==> src/rtl/dcm_lock_ctrl_if.sv <==
// Signal bundle between the DCM lock sequencer and the DCM / clk_out-domain logic.
// The slave modport is the controller's side; master is the environment's side.
interface dcm_lock_ctrl_if;
    logic       dcm_locked;
    logic [7:0] dcm_status;
    logic       restart;
    logic       dcm_rst;
    logic       sys_rst;
    logic       ready;
    logic       fail;
    logic [2:0] retry_cnt;

    modport master (
        output dcm_locked, dcm_status, restart,
        input  dcm_rst, sys_rst, ready, fail, retry_cnt
    );

    modport slave (
        input  dcm_locked, dcm_status, restart,
        output dcm_rst, sys_rst, ready, fail, retry_cnt
    );
endinterface

==> src/rtl/dcm_lock_ctrl.sv <==
// DCM_SP reset/lock sequencer: pulses DCM RST, qualifies LOCKED, releases sys_rst, retries.
// Optional macro DCM_CTRL_STATUS_CHK_EN also treats CLKIN/CLKFX-stopped status as lock loss.
module dcm_lock_ctrl #(
    parameter int RST_CYCLES    = 3,
    parameter int LOCK_TIMEOUT  = 65535,
    parameter int STABLE_CYCLES = 1024,
    parameter int MAX_RETRIES   = 4
) (
    input  logic               clk_in,
    input  logic               rst,
    dcm_lock_ctrl_if.slave     bus
);

    localparam int CNT_MAX =
        (LOCK_TIMEOUT > STABLE_CYCLES) ?
            ((LOCK_TIMEOUT > RST_CYCLES) ? LOCK_TIMEOUT : RST_CYCLES) :
            ((STABLE_CYCLES > RST_CYCLES) ? STABLE_CYCLES : RST_CYCLES);
    localparam int CNT_W = $clog2(CNT_MAX + 1);

    typedef enum logic [2:0] {
        S_HOLD,
        S_WAIT,
        S_STABLE,
        S_RUN,
        S_FAIL
    } state_t;

    state_t             state_reg, state_next;
    logic [CNT_W-1:0]   cnt_reg, cnt_next;
    logic [2:0]         retry_reg, retry_next;
    logic [1:0]         lock_sync_reg;
    logic               locked_s;
    logic               lock_ok;
    logic               retry_evt;
    logic               dcm_rst_reg, sys_rst_reg, ready_reg, fail_reg;

    always_ff @(posedge clk_in or posedge rst) begin
        if (rst) begin
            lock_sync_reg <= 2'b00;
        end else begin
            lock_sync_reg <= {lock_sync_reg[0], bus.dcm_locked};
        end
    end

    assign locked_s = lock_sync_reg[1];

`ifdef DCM_CTRL_STATUS_CHK_EN
    logic [1:0] stat_sync_reg;

    always_ff @(posedge clk_in or posedge rst) begin
        if (rst) begin
            stat_sync_reg <= 2'b00;
        end else begin
            stat_sync_reg <= {stat_sync_reg[0], bus.dcm_status[1] | bus.dcm_status[2]};
        end
    end

    assign lock_ok = locked_s & ~stat_sync_reg[1];
`else
    logic unused_status;
    assign unused_status = ^bus.dcm_status;
    assign lock_ok       = locked_s;
`endif

    always_comb begin
        state_next = state_reg;
        cnt_next   = cnt_reg;
        retry_next = retry_reg;
        retry_evt  = 1'b0;

        case (state_reg)
            S_HOLD: begin
                if (cnt_reg >= CNT_W'(RST_CYCLES - 1)) begin
                    state_next = S_WAIT;
                    cnt_next   = '0;
                end else begin
                    cnt_next = cnt_reg + CNT_W'(1);
                end
            end
            S_WAIT: begin
                // The cycle that first sees lock counts toward the stability window.
                if (locked_s) begin
                    state_next = (STABLE_CYCLES <= 1) ? S_RUN : S_STABLE;
                    cnt_next   = CNT_W'(1);
                end else if (cnt_reg >= CNT_W'(LOCK_TIMEOUT - 1)) begin
                    retry_evt = 1'b1;
                end else begin
                    cnt_next = cnt_reg + CNT_W'(1);
                end
            end
            S_STABLE: begin
                if (!lock_ok) begin
                    state_next = S_WAIT;
                    cnt_next   = '0;
                end else if (cnt_reg >= CNT_W'(STABLE_CYCLES - 1)) begin
                    state_next = S_RUN;
                    cnt_next   = '0;
                end else begin
                    cnt_next = cnt_reg + CNT_W'(1);
                end
            end
            S_RUN: begin
                if (!lock_ok) begin
                    retry_evt = 1'b1;
                end
            end
            S_FAIL: begin
                state_next = S_FAIL;
            end
            default: begin
                state_next = S_HOLD;
                cnt_next   = '0;
            end
        endcase

        if (retry_evt) begin
            cnt_next = '0;
            if (retry_reg >= 3'(MAX_RETRIES)) begin
                state_next = S_FAIL;
            end else begin
                retry_next = retry_reg + 3'd1;
                state_next = S_HOLD;
            end
        end

        // restart overrides everything, including a retry taken in the same cycle.
        if (bus.restart) begin
            state_next = S_HOLD;
            cnt_next   = '0;
            retry_next = 3'd0;
        end
    end

    always_ff @(posedge clk_in or posedge rst) begin
        if (rst) begin
            state_reg   <= S_HOLD;
            cnt_reg     <= '0;
            retry_reg   <= 3'd0;
            dcm_rst_reg <= 1'b1;
            sys_rst_reg <= 1'b1;
            ready_reg   <= 1'b0;
            fail_reg    <= 1'b0;
        end else begin
            state_reg   <= state_next;
            cnt_reg     <= cnt_next;
            retry_reg   <= retry_next;
            dcm_rst_reg <= (state_next == S_HOLD) || (state_next == S_FAIL);
            sys_rst_reg <= (state_next != S_RUN);
            ready_reg   <= (state_next == S_RUN);
            fail_reg    <= (state_next == S_FAIL);
        end
    end

    assign bus.dcm_rst   = dcm_rst_reg;
    assign bus.sys_rst   = sys_rst_reg;
    assign bus.ready     = ready_reg;
    assign bus.fail      = fail_reg;
    assign bus.retry_cnt = retry_reg;

endmodule

==> src/flat_wrapper.sv <==
// flat-port wrapper written by rule: the top's interface ports become plain ports
module dcm_lock_ctrl_flat 
#(
    parameter int RST_CYCLES    = 3,
    parameter int LOCK_TIMEOUT  = 65535,
    parameter int STABLE_CYCLES = 1024,
    parameter int MAX_RETRIES   = 4
)
  (clk_in, rst, bus_dcm_locked, bus_dcm_status, bus_restart, bus_dcm_rst, bus_sys_rst, bus_ready, bus_fail, bus_retry_cnt);
  dcm_lock_ctrl_if bus_i ();
  input  logic clk_in;
  input  logic rst;
  input wire logic [$bits(bus_i.dcm_locked)-1:0] bus_dcm_locked;
  input wire logic [$bits(bus_i.dcm_status)-1:0] bus_dcm_status;
  input wire logic [$bits(bus_i.restart)-1:0] bus_restart;
  output wire logic [$bits(bus_i.dcm_rst)-1:0] bus_dcm_rst;
  output wire logic [$bits(bus_i.sys_rst)-1:0] bus_sys_rst;
  output wire logic [$bits(bus_i.ready)-1:0] bus_ready;
  output wire logic [$bits(bus_i.fail)-1:0] bus_fail;
  output wire logic [$bits(bus_i.retry_cnt)-1:0] bus_retry_cnt;
  assign bus_i.dcm_locked = bus_dcm_locked;
  assign bus_i.dcm_status = bus_dcm_status;
  assign bus_i.restart = bus_restart;
  assign bus_dcm_rst = bus_i.dcm_rst;
  assign bus_sys_rst = bus_i.sys_rst;
  assign bus_ready = bus_i.ready;
  assign bus_fail = bus_i.fail;
  assign bus_retry_cnt = bus_i.retry_cnt;
  dcm_lock_ctrl #(.RST_CYCLES(RST_CYCLES), .LOCK_TIMEOUT(LOCK_TIMEOUT), .STABLE_CYCLES(STABLE_CYCLES), .MAX_RETRIES(MAX_RETRIES)) u_core (.clk_in(clk_in), .rst(rst), .bus(bus_i));
endmodule
==> config.mk <==
export PLATFORM = sky130hd
export DESIGN_NAME = dcm_lock_ctrl_flat
export DESIGN_NICKNAME = d
export VERILOG_FILES = /design/src/rtl/dcm_lock_ctrl_if.sv /design/src/rtl/dcm_lock_ctrl.sv /design/src/flat_wrapper.sv
export SDC_FILE = /design/constraint.sdc
export NUM_CORES = 1
export LEC_CHECK = 0
export CAP_MARGIN = 30
export CORE_MARGIN = 5
export CORE_UTILIZATION = 23
export DETAILED_ROUTE_END_ITERATION = 12
export PLACE_DENSITY = 0.42
export SLEW_MARGIN = 20
export SYNTH_ARGS = -nofsm -noshare
export SYNTH_HDL_FRONTEND = slang
export SYNTH_SLANG_ARGS = --single-unit
export TNS_END_PERCENT = 20
==> constraint.sdc <==
create_clock -name clk_in -period 2.7 [get_ports clk_in]
set_input_delay 0.675 -clock clk_in [delete_from_list [all_inputs] [get_ports clk_in]]
set_output_delay 0.675 -clock clk_in [all_outputs]
set_load 0.02 [all_outputs]
# After elaboration in Yosys (flattened, before gate mapping)
# Index checks and enable logic that the tools add are counted.
[totals]
register_bits = 28
inputBits = 12
output_inout_bits = 7
word_cells = 54
[op_classes]
n_addsub = 2
magnitude_cmp = 4
eq_ne = 10
muxes = 23
n_reduce_logical = 7
[op_table]
columns = ["cell", "n"]
rows = [
  ["two-way mux 16 bit", 7],
  ["one-hot mux 16 bit (4 select lines)", 1],
  ["two-way mux 3 bit", 10],
  ["adder 16 x 1 -> 16 bit, second input constant", 1],
  ["greater-or-equal comparator 16 x 10 -> 1 bit, second input constant", 1],
  ["greater-or-equal comparator 16 bit, second input constant", 1],
  ["greater-or-equal comparator 16 x 2 -> 1 bit, second input constant", 1],
  ["one-hot mux 3 bit (5 select lines)", 1],
  ["equality test 3 x 2 -> 1 bit, second input constant", 3],
  ["equality test 3 bit, second input constant", 2],
  ["logical NOT 3 bit", 2],
  ["!= test 5 x 3 -> 1 bit, second input constant", 1],
  ["AND reduction 2 bit", 2],
  ["adder 3 x 1 -> 3 bit, second input constant", 1],
  ["equality test 3 x 1 -> 1 bit, second input constant", 1],
  ["greater-or-equal comparator 3 bit, second input constant", 1],
  ["two-way mux 1 bit", 3],
  ["!= test 3 x 1 -> 1 bit, second input constant", 1],
  ["!= test 3 x 2 -> 1 bit, second input constant", 1],
  ["!= test 2 bit, second input constant", 1],
  ["one-hot mux 1 bit (2 select lines)", 1],
  ["nonzero test 2 bit", 1],
  ["OR reduction 2 bit", 1],
  ["logical OR 1 bit", 1],
]

# Longest topological paths before layout
# Gate-level depths: netlist (run 1).
[depth]
ltp_word = 8
mapped_depth = 9
ltp_nobuf = 8

# Worst setup path before layout (run 1)
# No wires, ideal clock.
[synth_timing]
kind = "flip-flop to flip-flop"
startpoint = "register u_core.cnt_reg[0]"
endpoint = "register u_core.cnt_reg[8]"
setup_ns = 0.074
arrival_time_ns = 2.257
required_time_ns = 2.626
setup_slack_ns = 0.368
stages_incl_launch_ff = 8
path_buffers = 0
period_less_slack_ns = 2.332
cell_sequence = "dfrtp_1 -> ha_1 -> nand3_1 -> nor3_1 -> or4_4 -> a311o_2 -> or3_1 -> o21ai_2"
[synth_between]
elab_chain_cells = 6
word_cells_on_any_way = 18
classes_between = "1 x add/sub; 3 x order compare; 2 x eq/ne; 11 x mux; 1 x reduce/logical"
[synth_lines]
columns = ["element", "line_no", "text"]
rows = [
  ["start: declaration", "dcm_lock_ctrl.sv:29", "logic [CNT_W-1:0] cnt_reg, cnt_next;"],
  ["start signal: assignment", "dcm_lock_ctrl.sv:145", "cnt_reg <= cnt_next;"],
  ["greater-or-equal comparator 16 bit (tied with other cells)", "dcm_lock_ctrl.sv:85", "end else if (cnt_reg >= CNT_W'(LOCK_TIMEOUT - 1)) begin"],
  ["two-way mux 1 bit (tied with other cells)", "dcm_lock_ctrl.sv:85", ""],
  ["two-way mux 1 bit (tied with other cells)", "dcm_lock_ctrl.sv:82", "if (locked_s) begin"],
  ["one-hot mux 1 bit (2 select lines) / one-hot mux 16 bit (4 select lines) (equally long branches)", "dcm_lock_ctrl.sv:71", "case (state_reg)"],
  ["!= test 5 x 3 -> 1 bit (no line) (tied with other cells)", "n/a", ""],
  ["AND reduction 2 bit (no line) / two-way mux 16 bit (equally long branches)", "n/a", ""],
]
# Several ways; a longest one is shown, not always the timed one. The select of a mux whose other input is x is not followed.
# A chain may end at the register's enable or synchronous reset.

# Final worst setup path (run 1)
# Ends and elaborated chain as after synthesis.

==> results.json, run 1 <==
{
  "status": "complete, no violations",
  "drv_cap": 0,
  "fin_crit_sh": 0.955,
  "netlist_area_um2": 1500,
  "worstMarginPinSlew_ns": 0.386,
  "fp.dieArea_um2": 8240,
  "synthSimpleGateAreaFrac": 0.260,
  "required_ns": 2.91,
  "synthesis.instances": 157,
  "path_cells": "inv_1, ha_1, nor4_2, and4_1, or3b_2, a311o_2, or3_1, o21ai_2",
  "postCtsSetupRepairBufs": 0,
  "regToRegSetupSlack_ns": 0.12,
  "wl_per_cell_um": 13.8,
  "grt_use_total": 0.0934,
  "pin_count": 19,
  "nets": 193,
  "vias_per_cell": 4.95,
  "start_util": 0.236,
  "n_antenna_cell": 0,
  "clkSlewWorstSetupHoldPaths_ns": 0.10,
  "dr.pass1.iters": 4,
  "finClkSkew_ns": 0.00347,
  "portBuffers": 10,
  "synthMuxAreaShare": 0.0200,
  "grt_pass1_wl_um": 6450,
  "place_hpwl_um": 2610,
  "critPathTopFamily": "simple AND/OR/NAND/NOR gates",
  "ys_types": 44,
  "synth.net_count": 172,
  "antenna_found_initial": 0,
  "cts_buffers": 3,
  "rsz0062_at_grt": "no",
  "rows": 29,
  "post_synth.cell_area_avg_um2": 9.56,
  "drt_iter0_markers": 88,
  "max_stage_delay_ns": 0.50,
  "die_h_um": 90.8,
  "drive_gt1_frac": 0.158,
  "worstSkewPairLatency_ns": 0.28,
  "cts_buffer_depth": 2,
  "critPathBufInv": 1,
  "setup_violations": 0,
  "root_buffer": "clkbuf_8",
  "worst_slack_ns": 0.122,
  "pre_cts_ws_ns": -0.0106,
  "cts.sinks": 28,
  "largest_register_ffs": 16,
  "p_leak_nw": 0.758,
  "tns_ns": 0,
  "hold_viol_final": 0,
  "worstSetupEndpointType": "flop",
  "gp_congestion": 0.722,
  "drv_slew": 0,
  "arrival_ns": 2.79,
  "fin_cells": 254,
  "synth-compound-area-share": 0.175,
  "synth_edf_count": 0,
  "synth_xor_xnor_area_share": 0.00584,
  "core_um2": 6350,
  "slowest_stage": "or3b_2",
  "yosys_warnings": 0,
  "power_density_nw_per_um2": 606,
  "syn_to_final_growth_pct": 20.3,
  "slew-limit-headroom": 0.743,
  "crit_type": "flop to flop",
  "grt_pass1_vias": 1335,
  "drc": 0,
  "hold_class": "flop to flop",
  "synth_ff_type": "dfrtp_1",
  "final_cell_area_um2": 1800,
  "async_reset_ff_frac": 1.00,
  "die_w_um": 90.8,
  "final_util": 0.284,
  "dpl_cell_area_um2": 1740,
  "synth_seq_cells": 28,
  "period_needed_ns": 2.58,
  "cts_tree": "done",
  "grt_max_degree": 29,
  "worst-path-max-fanout": 9,
  "htree_num_levels": 1,
  "drt.antenna.violating_nets": 0,
  "ir_drop_v": 0.000209,
  "wl_um": 3520,
  "critPathLaunchType": "flop",
  "synthAdderAreaFrac": 0.0250,
  "synth_top_family_by_area": "simple AND/OR/NAND/NOR gates",
  "num_vias": 1257,
  "gr-total-overflow": 0,
  "clock.fmax_ghz": 0.388,
  "ys_seq_area_frac": 0.469,
  "dp_cells": 250
}
## metrics by stage
| step | power [W] | hold slack, ns |
|---|---|---|
| floorplan | 0.000739 | 0.331 |
| finish | 0.00109 | 0.356 |
| CTS | 0.00111 | 0.359 |
| detailed placement | 0.000836 | 0.336 |
| global placement | 0.000824 | 0.333 |
| global route | 0.00117 | 0.366 |
## path summary, 6_finish.rpt
check | from | to | depth (start not counted)
worst min register to register | u_core.lock_sync_reg[0] | u_core.lock_sync_reg[1] | 0
worst max register to register | u_core.cnt_reg[0] | u_core.cnt_reg[8] | 8
worst max-delay path | u_core.cnt_reg[0] | u_core.cnt_reg[8] | 8
min in group asynchronous | rst | u_core.cnt_reg[2] | 3
worst min-delay path | u_core.lock_sync_reg[0] | u_core.lock_sync_reg[1] | 0
max in group asynchronous | rst | u_core.bus.dcm_rst | 3
## worst register-to-register path: cells and delay by family (launching register included)
family	cells	cell delay, ns
DFF	1	0.44
AOI/OAI and AO/OA	2	0.50
adders and majority gates	1	0.21
buffers and inverters	1	0.06
and+or+nand+nor	4	1.31
## layer usage
metal / up-vias / track usage / share of wire
li1: 619 / - / -
met1: 616 / 0.122 / 0.47
met2: 20 / 0.157 / 0.50
met3: 2 / 0.00833 / 0.022
met4: 0 / 0.0372 / 0.0077
met5: - / 0 / 0
## cell usage after synthesis (2+ instances only)
cell	n	area [um2]
dfrtp_1	26	651
nand2_1	18	67.6
nand3_1	15	75.1
nor2_1	14	52.6
a21oi_1	11	55.1
inv_1	6	22.5
nor3_1	6	30.0
nand4_1	5	31.3
a21o_1	4	30.0
o21ai_0	4	20.0
ha_1	3	37.5
mux2i_1	3	30.0
nor4_1	3	18.8
o311ai_1	3	26.3
buf_4	2	15.0
buf_6	2	22.5
clkbuf_1	2	7.51
dfstp_2	2	52.6
or2b_1	2	15.0
or3_1	2	12.5
## cell families after synthesis
group	after synthesis
xor+xnor	1
flops	28
buf+inv	12
simple gates	75
mux	3
fa+ha+maj	3
compound gates	35
## repair_timing
item	in CTS	in global routing
hold buffers	0	0
setup endpoints to repair	1	6
gates resized for setup	1	1
## cell usage in the layout (no fill, tap or decap), drive strengths merged, types with 2 or more instances in the layout
cell and n:
nor2 14, or3 3, mux2i 3, clkdlybuf4s50 10, or4 2, nor4 4
nand2 18, a21o 4, inv 6, buf 12, a21oi 11, nand3 15
o21ai 5, ha 3, clkbuf 4, nor3 6, o311ai 4, nand4 5
dfstp 2, or2b 2, dfrtp 26
## power by group
group          internal, W  total [W]  leakage [nW]  switching [W]
registers         0.000455   0.000494         0.376      0.0000395
clock network     0.000131   0.000265        0.0288       0.000135
logic             0.000147   0.000333         0.354       0.000187
## final cells by class
cell class / instances / area (um2)
Sequential cell: 28 / 704
Clock buffer: 4 / 55.1
Timing Repair Buffer: 22 / 190
Tap cell: 77 / 96.3
Fill cell: 665 / 4550
Inverter: 6 / 22.5
Multi-Input combinational cell: 117 / 736
Power figures use the tool's default switching activity.
==> run 2, diff against run 1 <==
- CTS_CLUSTER_DIAMETER: not set -> 80
==> results of run 2 <==
Same layout as run 1: the final DEF is identical, and so are final timing and power.
==> run 3, diff against run 2 <==
- PLACE_DENSITY: 0.42 -> not set
- SLEW_MARGIN: 20 -> 15
==> run 3 against run 2 <==
Against the previous run:
- sequential power decreased by 1%
- non-clock buffer count unchanged
- clock power barely moved
- first-iteration DRC count fell by 39%
- clock-buffer cell count unchanged
- worst setup slack better by 0.066 ns
- clock skew increased by 0.00074 ns
- core utilization about the same
- routed wire length is 8.3% lower
- critical path depth fell by 2
- fmax increased by 2.6%
- worst hold slack gained 0.0093 ns
- largest cell class unchanged
==> results.json, run 3 (synthesis gave the netlist of run 1 again) <==
{
  "largest_register_ffs": 16,
  "drt_iter0_markers": 54,
  "drt.antenna.violating_nets": 0,
  "root_buffer": "clkbuf_8",
  "startpoint": "u_core.cnt_reg[12]",
  "setup_violations": 0,
  "fp.dieArea_um2": 8240,
  "path_cells": "nor4_4, nand2_1, or4_4, a311o_2, or3_1, o21ai_2",
  "n_antenna_cell": 0,
  "gp_congestion": 0.785,
  "htree_num_levels": 1,
  "critPathBufInv": 0,
  "wl_um": 3220,
  "dr.pass1.iters": 4,
  "slew-limit-headroom": 0.568,
  "drv_slew": 0,
  "worstSkewPairLatency_ns": 0.27,
  "status": "complete, no violations",
  "arrival_ns": 2.72,
  "fillerInstances": 652,
  "antenna_found_initial": 0,
  "critPathLaunchType": "flop",
  "slowest_stage": "or4_4",
  "critPathTopFamily": "simple AND/OR/NAND/NOR gates",
  "regToRegSetupSlack_ns": 0.19,
  "syn_to_final_growth_pct": 20.4,
  "die_h_um": 90.8,
  "start_util": 0.236,
  "rsz0062_at_grt": "no",
  "cts_hold_buf": 0,
  "hold_viol_final": 0,
  "clkSlewWorstSetupHoldPaths_ns": 0.10,
  "worstSetupEndpointType": "flop",
  "grt_pass1_vias": 1199,
  "tns_ns": 0,
  "p_leak_nw": 0.764,
  "cts.sinks": 28,
  "r2r-start": "u_core.cnt_reg[12]",
  "setup.worst_path.end": "u_core.cnt_reg[8]",
  "wl_per_cell_um": 12.7,
  "cts_buffers": 3,
  "fin_cells": 254,
  "max_stage_delay_ns": 0.56,
  "crit_type": "flop to flop",
  "portBuffers": 10,
  "hold_class": "flop to flop",
  "r2r-end": "u_core.cnt_reg[8]",
  "power_density_nw_per_um2": 594,
  "nets": 193,
  "pin_count": 19,
  "cts_buffer_depth": 2,
  "drc": 0,
  "fin_crit_sh": 0.930,
  "num_vias": 1253,
  "cp.depth": 6,
  "gr-total-overflow": 0,
  "drv_cap": 0,
  "cts_tree": "done",
  "grt_max_degree": 29,
  "core_um2": 6350,
  "required_ns": 2.91,
  "worst-path-max-fanout": 9,
  "drive_gt1_frac": 0.147,
  "final_cell_mix": "dfrtp_1 (26), nand2_1 (18), nand3_1 (15)",
  "grt_pass1_wl_um": 5640,
  "grt_use_total": 0.0814,
  "ir_drop_v": 0.000264,
  "postCtsSetupRepairBufs": 0,
  "rows": 29,
  "reg2reg_depth": 6,
  "place_hpwl_um": 2430,
  "finClkSkew_ns": 0.00421,
  "vias_per_cell": 4.93,
  "die_w_um": 90.8,
  "period_needed_ns": 2.51,
  "clock.fmax_ghz": 0.398,
  "final_common_cell": "dfrtp_1",
  "worstMarginPinSlew_ns": 0.648,
  "cts_repair_resize_count": 0,
  "dp_cells": 250
}
[run 3: how the worst min path moves through the flow]
stage | slack (ns) | to | start | cells past startpoint
6_report | 0.37 | u_core.lock_sync_reg[1] | u_core.lock_sync_reg[0] | 0
5_1_grt | 0.38 | u_core.lock_sync_reg[1] | u_core.lock_sync_reg[0] | 0
4_1_cts | 0.37 | u_core.lock_sync_reg[1] | u_core.lock_sync_reg[0] | 0
3_5_place_dp | 0.35 | u_core.lock_sync_reg[1] | u_core.lock_sync_reg[0] | 0
3_3_place_gp | 0.33 | u_core.lock_sync_reg[1] | u_core.lock_sync_reg[0] | 0
2_1_floorplan | 0.33 | u_core.lock_sync_reg[1] | u_core.lock_sync_reg[0] | 0
[run 3: per-stage QoR]
stage                     power [W]  instance area [um2]  hold WS (ns)  worst slack, ns  utilization
after floorplan            0.000739                 1500         0.331            0.368            -
after global placement     0.000817                 1740         0.333            0.157        0.274
after detailed placement   0.000823                 1740         0.346            0.155        0.274
after CTS                   0.00108                 1800         0.369            0.124        0.283
after global routing        0.00114                 1810         0.376           0.0312        0.284
final                       0.00107                 1810         0.365            0.188        0.284
[run 3: cell type report]
cell class                      count  area [um2]  area share
Tap cell                           77        96.3      0.0534
Inverter                            6        22.5      0.0125
Timing Repair Buffer               22         190       0.105
Clock buffer                        4        55.1      0.0305
Multi-Input combinational cell    117         738       0.409
Sequential cell                    28         703       0.389
[run 3: power breakdown]
group | internal (W) | total, W | switching, W | leakage, nW
clock network | 0.000131 | 0.000263 | 0.000132 | 0.0288
logic | 0.000145 | 0.000322 | 0.000177 | 0.358
registers | 0.000453 | 0.000487 | 0.0000334 | 0.377
[run 3: per-layer routing]
metal | routed length (um) | vias up | global-route usage | part of all wire
met4 | 25 | 0 | 0.0261 | 0.0078
met3 | 135 | 2 | 0.0142 | 0.042
met2 | 1540 | 20 | 0.131 | 0.48
li1 | - | 618 | - | -
met1 | 1520 | 613 | 0.110 | 0.47
met5 | 0 | - | 0 | 0
